<file path="src/rtl/execute_unit_mc.sv">
// Handshaked execute stage: register file, ALU decode, operand-2 mux, registered
// result slot with write-back bypass, and iterative MUL/DIVU/REMU.
module execute_unit_mc #(
   parameter int XLEN  = 32,
   parameter int NREGS = 32,
   parameter int RA_W  = 5
) (
   input  logic            clk,
   input  logic            rst_n,
   input  logic            flush,
   input  logic            in_valid,
   output logic            in_ready,
   input  logic [1:0]      alu_op,
   input  logic [2:0]      funct3,
   input  logic            funct7_5,
   input  logic            funct7_0,
   input  logic            alu_src,
   input  logic [RA_W-1:0] rs1,
   input  logic [RA_W-1:0] rs2,
   input  logic [RA_W-1:0] rd,
   input  logic [XLEN-1:0] imm,
   output logic            out_valid,
   input  logic            out_ready,
   output logic [XLEN-1:0] out_result,
   output logic [RA_W-1:0] out_rd,
   output logic            out_zero,
   output logic            out_illegal
);

   localparam int SH_W  = $clog2(XLEN);
   localparam int CNT_W = $clog2(XLEN + 1);

   typedef enum logic [1:0] {
      ST_IDLE = 2'd0,
      ST_MUL  = 2'd1,
      ST_DIV  = 2'd2
   } state_t;

   state_t            state_r, state_nxt_s;
   logic [XLEN-1:0]   regs_r [NREGS];
   logic [CNT_W-1:0]  cnt_r;
   logic [XLEN-1:0]   mop_a_r, mop_b_r, acc_r;
   logic [RA_W-1:0]   mrd_r;
   logic              is_rem_r;

   logic              accept_s, drain_s, done_s;
   logic [XLEN-1:0]   op1_s, rs2_data_s, op2_s, alu_res_s, done_res_s;
   logic              m_sel_s, is_mul_s, is_div_s, m_illegal_s;
   logic [SH_W-1:0]   shamt_s;
   logic [XLEN-1:0]   mul_acc_nxt_s, div_sub_s;
   logic [XLEN:0]     div_sh_s;
   logic              div_ge_s;

   assign in_ready = (state_r == ST_IDLE) && (!out_valid || out_ready) && !flush;
   assign accept_s = in_valid && in_ready;
   assign drain_s  = out_valid && out_ready;
   assign done_s   = (state_r != ST_IDLE) && (cnt_r == {CNT_W{1'b0}});

   // Operand fetch: x0 reads zero, a draining result bypasses the register file
   always_comb begin
      op1_s      = {XLEN{1'b0}};
      rs2_data_s = {XLEN{1'b0}};
      if (rs1 == {RA_W{1'b0}})          op1_s = {XLEN{1'b0}};
      else if (drain_s && out_rd == rs1) op1_s = out_result;
      else                               op1_s = regs_r[rs1];
      if (rs2 == {RA_W{1'b0}})          rs2_data_s = {XLEN{1'b0}};
      else if (drain_s && out_rd == rs2) rs2_data_s = out_result;
      else                               rs2_data_s = regs_r[rs2];
   end

   assign op2_s       = alu_src ? imm : rs2_data_s;
   assign shamt_s     = op2_s[SH_W-1:0];
   assign m_sel_s     = (alu_op == 2'b10) && funct7_0 && !alu_src;
   assign is_mul_s    = m_sel_s && (funct3 == 3'b000);
   assign is_div_s    = m_sel_s && ((funct3 == 3'b101) || (funct3 == 3'b111));
   assign m_illegal_s = m_sel_s && !is_mul_s && !is_div_s;

   // Single-cycle ALU; unsupported M encodings produce zero
   always_comb begin
      alu_res_s = {XLEN{1'b0}};
      case (alu_op)
         2'b00: alu_res_s = op1_s + op2_s;
         2'b01: alu_res_s = op1_s - op2_s;
         2'b10: begin
            if (m_sel_s) begin
               alu_res_s = {XLEN{1'b0}};
            end else begin
               case (funct3)
                  3'b000: begin
                     if (funct7_5 && !alu_src) alu_res_s = op1_s - op2_s;
                     else                      alu_res_s = op1_s + op2_s;
                  end
                  3'b001: alu_res_s = op1_s << shamt_s;
                  3'b010: alu_res_s = {{(XLEN-1){1'b0}}, ($signed(op1_s) < $signed(op2_s))};
                  3'b011: alu_res_s = {{(XLEN-1){1'b0}}, (op1_s < op2_s)};
                  3'b100: alu_res_s = op1_s ^ op2_s;
                  3'b101: begin
                     if (funct7_5) alu_res_s = $unsigned($signed(op1_s) >>> shamt_s);
                     else          alu_res_s = op1_s >> shamt_s;
                  end
                  3'b110: alu_res_s = op1_s | op2_s;
                  3'b111: alu_res_s = op1_s & op2_s;
                  default: alu_res_s = {XLEN{1'b0}};
               endcase
            end
         end
         default: alu_res_s = {XLEN{1'b0}};
      endcase
   end

   // Iteration step: shift-add multiply, restoring divide (divisor 0 yields all ones / dividend)
   assign mul_acc_nxt_s = acc_r + (mop_b_r[0] ? mop_a_r : {XLEN{1'b0}});
   assign div_sh_s      = {acc_r, mop_a_r[XLEN-1]};
   assign div_ge_s      = div_sh_s >= {1'b0, mop_b_r};
   assign div_sub_s     = XLEN'(div_sh_s - {1'b0, mop_b_r});
   assign done_res_s    = ((state_r == ST_DIV) && !is_rem_r) ? mop_a_r : acc_r;

   // FSM state register
   always_ff @(posedge clk or negedge rst_n) begin
      if (!rst_n) state_r <= ST_IDLE;
      else        state_r <= state_nxt_s;
   end

   // FSM next-state
   always_comb begin
      state_nxt_s = state_r;
      if (flush) begin
         state_nxt_s = ST_IDLE;
      end else begin
         case (state_r)
            ST_IDLE: begin
               if (accept_s && is_mul_s)      state_nxt_s = ST_MUL;
               else if (accept_s && is_div_s) state_nxt_s = ST_DIV;
               else                           state_nxt_s = ST_IDLE;
            end
            ST_MUL, ST_DIV: begin
               if (done_s) state_nxt_s = ST_IDLE;
               else        state_nxt_s = state_r;
            end
            default: state_nxt_s = ST_IDLE;
         endcase
      end
   end

   // Multi-cycle operand latch and iteration datapath
   always_ff @(posedge clk or negedge rst_n) begin
      if (!rst_n) begin
         cnt_r    <= {CNT_W{1'b0}};
         mop_a_r  <= {XLEN{1'b0}};
         mop_b_r  <= {XLEN{1'b0}};
         acc_r    <= {XLEN{1'b0}};
         mrd_r    <= {RA_W{1'b0}};
         is_rem_r <= 1'b0;
      end else if (flush) begin
         cnt_r <= {CNT_W{1'b0}};
      end else if (accept_s && (is_mul_s || is_div_s)) begin
         cnt_r    <= CNT_W'(XLEN);
         mop_a_r  <= op1_s;
         mop_b_r  <= op2_s;
         acc_r    <= {XLEN{1'b0}};
         mrd_r    <= rd;
         is_rem_r <= (funct3 == 3'b111);
      end else if (state_r == ST_MUL && !done_s) begin
         acc_r   <= mul_acc_nxt_s;
         mop_a_r <= mop_a_r << 1;
         mop_b_r <= mop_b_r >> 1;
         cnt_r   <= cnt_r - CNT_W'(1);
      end else if (state_r == ST_DIV && !done_s) begin
         acc_r   <= div_ge_s ? div_sub_s : div_sh_s[XLEN-1:0];
         mop_a_r <= {mop_a_r[XLEN-2:0], div_ge_s};
         cnt_r   <= cnt_r - CNT_W'(1);
      end
   end

   // Output slot: flush wins, then fill (single-cycle or iteration done), then drain
   always_ff @(posedge clk or negedge rst_n) begin
      if (!rst_n) begin
         out_valid   <= 1'b0;
         out_result  <= {XLEN{1'b0}};
         out_rd      <= {RA_W{1'b0}};
         out_zero    <= 1'b0;
         out_illegal <= 1'b0;
      end else if (flush) begin
         out_valid <= 1'b0;
      end else if (accept_s && !is_mul_s && !is_div_s) begin
         out_valid   <= 1'b1;
         out_result  <= alu_res_s;
         out_rd      <= rd;
         out_zero    <= (alu_res_s == {XLEN{1'b0}});
         out_illegal <= m_illegal_s;
      end else if (done_s) begin
         out_valid   <= 1'b1;
         out_result  <= done_res_s;
         out_rd      <= mrd_r;
         out_zero    <= (done_res_s == {XLEN{1'b0}});
         out_illegal <= 1'b0;
      end else if (drain_s) begin
         out_valid <= 1'b0;
      end
   end

   // Register file write-back on drain
   always_ff @(posedge clk or negedge rst_n) begin
      if (!rst_n) begin
         for (int i = 0; i < NREGS; i++) regs_r[i] <= {XLEN{1'b0}};
      end else if (drain_s && !flush && out_rd != {RA_W{1'b0}}) begin
         regs_r[out_rd] <= out_result;
      end
   end

endmodule

</file>
<file path="config.mk">
export PLATFORM = sky130hd
export DESIGN_NAME = execute_unit_mc
export DESIGN_NICKNAME = d
export VERILOG_FILES = /design/src/rtl/execute_unit_mc.sv
export SDC_FILE = /design/constraint.sdc
export NUM_CORES = 2
export LEC_CHECK = 0
export CAP_MARGIN = 10
export CORE_MARGIN = 2
export CORE_UTILIZATION = 65
export DETAILED_ROUTE_END_ITERATION = 6
export MAX_ROUTING_LAYER = met4
export PLACE_DENSITY = 0.82
export SLEW_MARGIN = 20
export SYNTH_ARGS = -nofsm -noshare
export SYNTH_HDL_FRONTEND = slang
export SYNTH_SLANG_ARGS = --single-unit
</file>
<file path="constraint.sdc">
create_clock -name clk -period 12.45 [get_ports clk]
set_clock_uncertainty 0.2 [all_clocks]
set_input_delay 2.49 -clock clk [delete_from_list [all_inputs] [get_ports clk]]
set_output_delay 2.49 -clock clk [all_outputs]
set_load 0.05 [all_outputs]
</file>
; Word-level counts from Yosys, hierarchy flattened
; Index checks and enable logic that the tools add are counted.
[word_totals]
mem_bits_ro = 0
memories = 0
latchBits = 0
mem_bits_rw = 0
word_cells = 186
reg_bits = 1174
[op_classes]
shifts = 3
div_mod_pow = 0
n_addsub = 5
reduce_logical = 55
n_bitwise = 7
n_mul = 0
n_mux = 51
eq_ne = 14
n_lt_le_gt_ge = 7
[ops]
columns = op, n
row1 = $bwmux W1024, 1
row2 = $mux W32, 26
row3 = $bmux W32 S5, 2
row4 = $pmux W32 S8, 1
row5 = $demux W32 S5, 1
row6 = $pmux W32 S3, 1
row7 = $add A32 B32 Y32, 2
row8 = $logic_not A32 Y1, 2
row9 = $lt A32 B32 Y1, 2
row10 = $sub A32 B32 Y32, 2
row11 = $ge A33 B32 Y1, 1
row12 = $and A32 B32 Y32, 1
row13 = $or A32 B32 Y32, 1
row14 = $shl A32 B5 Y32, 1
row15 = $shr A32 B5 Y32, 1
row16 = $sshr A32 B5 Y32, 1
row17 = $xor A32 B32 Y32, 1
row18 = $logic_and A1 B1 Y1, 25
row19 = $mux W6, 4
row20 = $ge A6 B6 Y1 const B, 3
row21 = $not A5 Y6, 3
row22 = $eq A3 B3 Y1 const B, 4
row23 = $eq A5 B5 Y1, 2
row24 = $logic_not A5 Y1, 2
row25 = other kinds (23), 52

; Longest topological paths before layout
[logic_depth]
ltp_word = 14
ltp_mapped = 36

; Worst setup path after synthesis
; Ideal clock, no wire load.
[synth_timing]
path_kind = input -> register
startpoint = input rs2[0]
endpoint = register out_zero
t_arrival_ps = 9624
setup_slack_ps = 2535
path_buffers = 9
setup_time_ps = 92
path_stages = 32
required_ps = 12158
cell_sequence = buf_2 buf_6 buf_4 buf_4 buf_1 buf_1 clkbuf_1 clkbuf_1 mux4_2 a221oi_1 o211ai_1 o21ai_0 nor2_1 a21oi_1 inv_1 ha_1 clkbuf_1 a211o_1 o31a_1 o21ai_0 o21ai_0 a21o_1 a21oi_1 xor2_1 mux2_2 a21oi_1 a221oi_1 and3_1 nand4_1 nor4b_2 nand4b_1 o31ai_2
[synth_between]
elab_chain_len = 14
[synth_lines]
columns = item, line_no
row1 = from (decl), 19  ; input logic [RA_W-1:0] rs2,
row2 = $not A5 Y6 (not written as such), 68  ; else rs2_data_s = regs_r[rs2];
row3 = $bmux W32 S5, 68
row4 = $mux W32 (not written as such) (2 in series), 68
row5 = $mux W32, 67  ; else if (drain_s && out_rd == rs2) rs2_data_s = out_result;
row6 = $mux W32 *, 66  ; if (rs2 == {RA_W{1'b0}}) rs2_data_s = {XLEN{1'b0}};
row7 = $mux W32 *, 71  ; assign op2_s = alu_src ? imm : rs2_data_s;
row8 = $add A32 B32 Y32 (tied with other cells), "82, 91"
row9 = $mux W32 (on tied branches), "90, 98"
row10 = $pmux W32 S8, 88  ; case (funct3)
row11 = $mux W32, 85  ; if (m_sel_s) begin
row12 = $pmux W32 S3 *, 81  ; case (alu_op)
row13 = $logic_not A32 Y1 *, 189  ; out_zero <= (alu_res_s == {XLEN{1'b0}});
row14 = $mux W1 *, 185  ; end else if (accept_s && !is_mul_s && !is_div_s) begin
row15 = to (signal assigned), 189
row16 = to (signal assigned), 195  ; out_zero <= (done_res_s == {XLEN{1'b0}});
row17 = to (decl), 26  ; output logic out_zero,
; Every way passes the cells marked *; elsewhere a longest branch is shown, timed or not. The select of a mux whose other input is x is not followed.
; A chain may end at the register's enable or synchronous reset.

; Final worst setup path
[layout_timing]
startpoint = input rs2[1]
endpoint = register out_zero
; Same word-level chain as after synthesis.

==> key figures <==
Global routing
  • Residual overflow from global routing: 0
  • Number of antenna violations at the first check in global routing: 18
  • Wire length of the first global-routing pass: 459 mm
  • Maximum number of pins on one net before global-route repair: 172
  • Overall fraction of global-route tracks in use: 54.4%
  • Via count of the first global-routing pass: 65,328

Logic synthesis
  • Library cell with the largest summed area after synthesis: sky130_fd_sc_hd__dfrtp_1
  • Number of different library cells in the post-synthesis netlist: 94
  • Primary FF master, synth: sky130_fd_sc_hd__dfrtp_1
  • Synthesis Warnings: 0
  • Post-synthesis instance area: 0.0758 sq mm
  • Cell types with the largest area share after synthesis: sky130_fd_sc_hd__dfrtp_1 39%, sky130_fd_sc_hd__mux2_2 15%, sky130_fd_sc_hd__mux4_2 12%, sky130_fd_sc_hd__mux2i_1 5.2%, sky130_fd_sc_hd__ha_1 2.7%
  • Post-synth EDFFs: 0
  • Net count after synthesis: 6,965
  • Portion of synthesized cell area occupied by the leading cell type: 38.8%
  • Portion of the post-synthesis area used by sequential elements: 38.8%
  • Flip-flop and latch count after synthesis: 1,174
  • Synthesized area per cell: 11.3 sq um
  • Cell count after synthesis: 6,735
  • Async set-or-reset flop fraction in the synthesized netlist: 100%

CTS
  • Number of resized instances in the post-cts repair step: 0
  • Number of clock sinks: 1,174
  • CTS buffer count: 120
  • Buffers inserted by post-CTS timing repair: 0
  • CTS Buffer Depth: 3
  • Clock tree from TritonCTS: done
  • Clock insertion delay at the later pin of the skew report: 840 ps
  • Hold-fix buffers at CTS: 0
  • Clock Pin Slew Worst Setup and Hold Paths: 70 ps
  • Maximum level of the CTS H-tree: 3
  • Root Buffer: sky130_fd_sc_hd__clkbuf_16

Power and ir drop
  • Switching power as a share of total power: 31.3%
  • Part of the power in registers: 41.1%
  • P_leak: 37.9 nW
  • NetSw: 2.99 mW
  • Maximum resistive drop on vdd: 0.000142 V
  • Total power consumption of the routed design: 9.57 mW
  • P_int: 6.58 mW
  • Portion of total power attributed to the clock network: 40.9%
  • Power per cell area: 116 mW/mm^2
  • Fraction of power consumed by combinational cells: 18.0%

Worst setup path
  • Maximum fanout count along the critical path: 66
  • Nature of the critical path startpoint: input pin
  • Longest individual stage delay on the worst path: 1020 ps
  • Critical path's slowest cell: sky130_fd_sc_hd__o21ai_0
  • WP data arrival: 11,020 ps
  • WP data required: 12,920 ps
  • Path type of the worst setup path: in -> reg
  • Top delay family on crit path: compound AO/OA/AOI/OAI gates
  • Endpoint type of the worst setup path: register
  • Buffers plus inverters on the worst setup path: 3

Routing
  • Average vias per placed instance: 7.95
  • WL final: 318 mm
  • Routed Antenna Nets: 0
  • Total via count in the routed design: 65,040
  • DRT Pass-1 Iters: 7
  • Remaining design rule violation count: 8
  • Number of violations reported at the end of detailed-routing iteration 0: 10,059
  • Wire length per cell after detailed routing: 38.9 um

Floorplanning
  • Starting density of the core: 65.4%
  • Floorplan die area: 0.119 sq mm
  • Ports: 101
  • Number of placement rows: 125
  • X dimension of the die: 345 um
  • Core ar.: 0.116 sq mm
  • Vertical extent of the die: 345 um

Timing
  • Unrepaired setup endpoints after global routing: no
  • Total Negative Setup Slacks: 0 ps
  • Slew of the pin with the lowest slew margin: 1290 ps
  • Number of endpoints with negative hold slack in the final report: 0
  • Period Utilization, post-route: 84.7%
  • Worst slew margin relative to its limit: 13.2%
  • Min Clock Period, post-route: 10,550 ps
  • Slew Limit Fails: 0
  • Final setup fails: 0
  • Fmax: 0.0948 GHz

Run status
  • Violated checks: design-rule violations
  • Result of the run: finished, violations left

Finish
  • Filler cells: 7,429
  • Sequential cell area: 0.0294 sq mm
  • Fraction of final layout cells sized beyond drive strength 1: 29.5%
  • Layout overhead on the synthesized area: 8.57%
  • Footprint of the multi-input gates: 0.0434 sq mm
  • Net count, final: 6,770

Placed design
  • Routability congestion estimate from global placement: 1.09
  • Half-perimeter wire length after placement: 202 mm
  • Number of port buffers: 100

Run
  • Max-cap violation count: 0

Min path
  • Worst hold path type: reg -> reg
-- path summary, 6_finish.rpt --
kind,end,slack (ps),cells after the start,start
setup / recovery,out_zero,1900,29,rs2[1]
min in group asynchronous,acc_r[31],1540,1,rst_n
setup reg to reg,out_result[30],3730,25,out_rd[0]
hold reg to reg,regs_r[1022],210,0,regs_r[1022]
max in group asynchronous,regs_r[43],8150,3,rst_n
hold / removal,regs_r[1022],210,0,regs_r[1022]
-- cell usage after synthesis (22+ instances only) --
| master | number |
|---|---|
| sky130_fd_sc_hd__a32oi_1 | 24 |
| sky130_fd_sc_hd__nor2b_1 | 53 |
| sky130_fd_sc_hd__a21oi_1 | 328 |
| sky130_fd_sc_hd__buf_2 | 44 |
| sky130_fd_sc_hd__nand3_1 | 81 |
| sky130_fd_sc_hd__nand2b_1 | 47 |
| sky130_fd_sc_hd__o22ai_1 | 40 |
| sky130_fd_sc_hd__a211oi_1 | 45 |
| sky130_fd_sc_hd__mux4_2 | 407 |
| sky130_fd_sc_hd__xor2_1 | 38 |
| sky130_fd_sc_hd__a22oi_1 | 145 |
| sky130_fd_sc_hd__dfrtp_1 | 1174 |
| sky130_fd_sc_hd__clkbuf_1 | 448 |
| sky130_fd_sc_hd__o21ai_0 | 315 |
| sky130_fd_sc_hd__o31ai_1 | 22 |
| sky130_fd_sc_hd__and2_1 | 50 |
| sky130_fd_sc_hd__a221oi_1 | 105 |
| sky130_fd_sc_hd__nor3_1 | 68 |
| sky130_fd_sc_hd__buf_1 | 92 |
| sky130_fd_sc_hd__nor2_1 | 413 |
| sky130_fd_sc_hd__xnor2_1 | 82 |
| sky130_fd_sc_hd__o211ai_1 | 80 |
| sky130_fd_sc_hd__buf_6 | 23 |
| sky130_fd_sc_hd__a21o_1 | 48 |
| sky130_fd_sc_hd__ha_1 | 166 |
| sky130_fd_sc_hd__mux2_2 | 1029 |
| sky130_fd_sc_hd__a31oi_1 | 39 |
| sky130_fd_sc_hd__o21a_1 | 22 |
| sky130_fd_sc_hd__mux2i_1 | 395 |
| sky130_fd_sc_hd__inv_1 | 147 |
| sky130_fd_sc_hd__nand2_1 | 381 |
-- final cells by class --
class / instances / area share (%)
antenna: 20 / 0.0608
clock buffer: 165 / 4.16
clock inverter: 53 / 0.952
inverter: 158 / 0.722
multi-input combinational: 4775 / 52.8
sequential: 1174 / 35.7
tap: 1524 / 2.32
timing repair buffer: 311 / 3.30
-- logic make-up after synthesis --
family | after synthesis | synth area share [%]
buffers and inverters | 786 | 4.35
AO/OA/AOI/OAI | 1430 | 12.5
XOR/XNOR | 120 | 1.39
adder cells (fa/ha/maj) | 170 | 2.85
AND/OR/NAND/NOR | 1218 | 7.31
multiplexers | 1837 | 32.8
flip-flops | 1174 | 38.8
-- registers in the layout (all words and copies together) (netlist names) --
name         count
cnt_r            6
regs_r        1024
out_valid        1
is_rem_r         1
out_zero         1
mop_b_r         32
acc_r           32
out_result      32
out_illegal      1
mrd_r            5
mop_a_r         32
out_rd           5
state_r          2
-- stage by stage --
stage                     setup WS [ps]  area (sq um)  util, %  cells  hold slack, ps
final                              1900         82300     71.0   8180             206
after global routing               1740         82300     71.0   8178             207
after CTS                          2340         82200     70.9   8160             201
after detailed placement           1590         78000     67.3   7942             186
after global placement             1650         78000     67.3   7941             179
after floorplan                    2530         75800        -   6735             241
-- metal layers --
layer	GRT usage [%]	part of all wire [%]
met4	43.7	11
met1	61.9	33
met3	20.2	14
met2	77.2	43
met5	-	0
-- cells in the final DEF (no fill, tap or decap), types with 47 or more instances in the layout --
cell / Yosys / routed
sky130_fd_sc_hd__xnor2_1: 82 / 82
sky130_fd_sc_hd__mux2_2: 1029 / 1029
sky130_fd_sc_hd__nand2_1: 381 / 369
sky130_fd_sc_hd__and2_1: 50 / 50
sky130_fd_sc_hd__clkbuf_16: 0 / 120
sky130_fd_sc_hd__dfrtp_1: 1174 / 1174
sky130_fd_sc_hd__mux2i_1: 395 / 395
sky130_fd_sc_hd__nor2b_1: 53 / 47
sky130_fd_sc_hd__buf_4: 17 / 202
sky130_fd_sc_hd__a22oi_1: 145 / 145
sky130_fd_sc_hd__nor2_1: 413 / 396
sky130_fd_sc_hd__a221oi_1: 105 / 104
sky130_fd_sc_hd__nand3_1: 81 / 78
sky130_fd_sc_hd__ha_1: 166 / 166
sky130_fd_sc_hd__clkdlybuf4s50_1: 0 / 87
sky130_fd_sc_hd__mux4_2: 407 / 407
sky130_fd_sc_hd__o211ai_1: 80 / 80
sky130_fd_sc_hd__o21ai_0: 315 / 314
sky130_fd_sc_hd__a21oi_1: 328 / 324
sky130_fd_sc_hd__inv_1: 147 / 146
sky130_fd_sc_hd__nor3_1: 68 / 61
-- power groups by stage --
| stage | sequential (mW) | clock, mW | combinational (mW) |
|---|---|---|---|
| floorplan | 4.04 | 0 | 0.921 |
| global placement | 3.99 | 0 | 1.63 |
| detailed placement | 3.99 | 0 | 1.63 |
| CTS | 3.93 | 3.88 | 1.65 |
| global route | 3.93 | 4.03 | 1.78 |
| finish | 3.93 | 3.91 | 1.73 |
No activity file was read; power rests on OpenSTA's default activity.
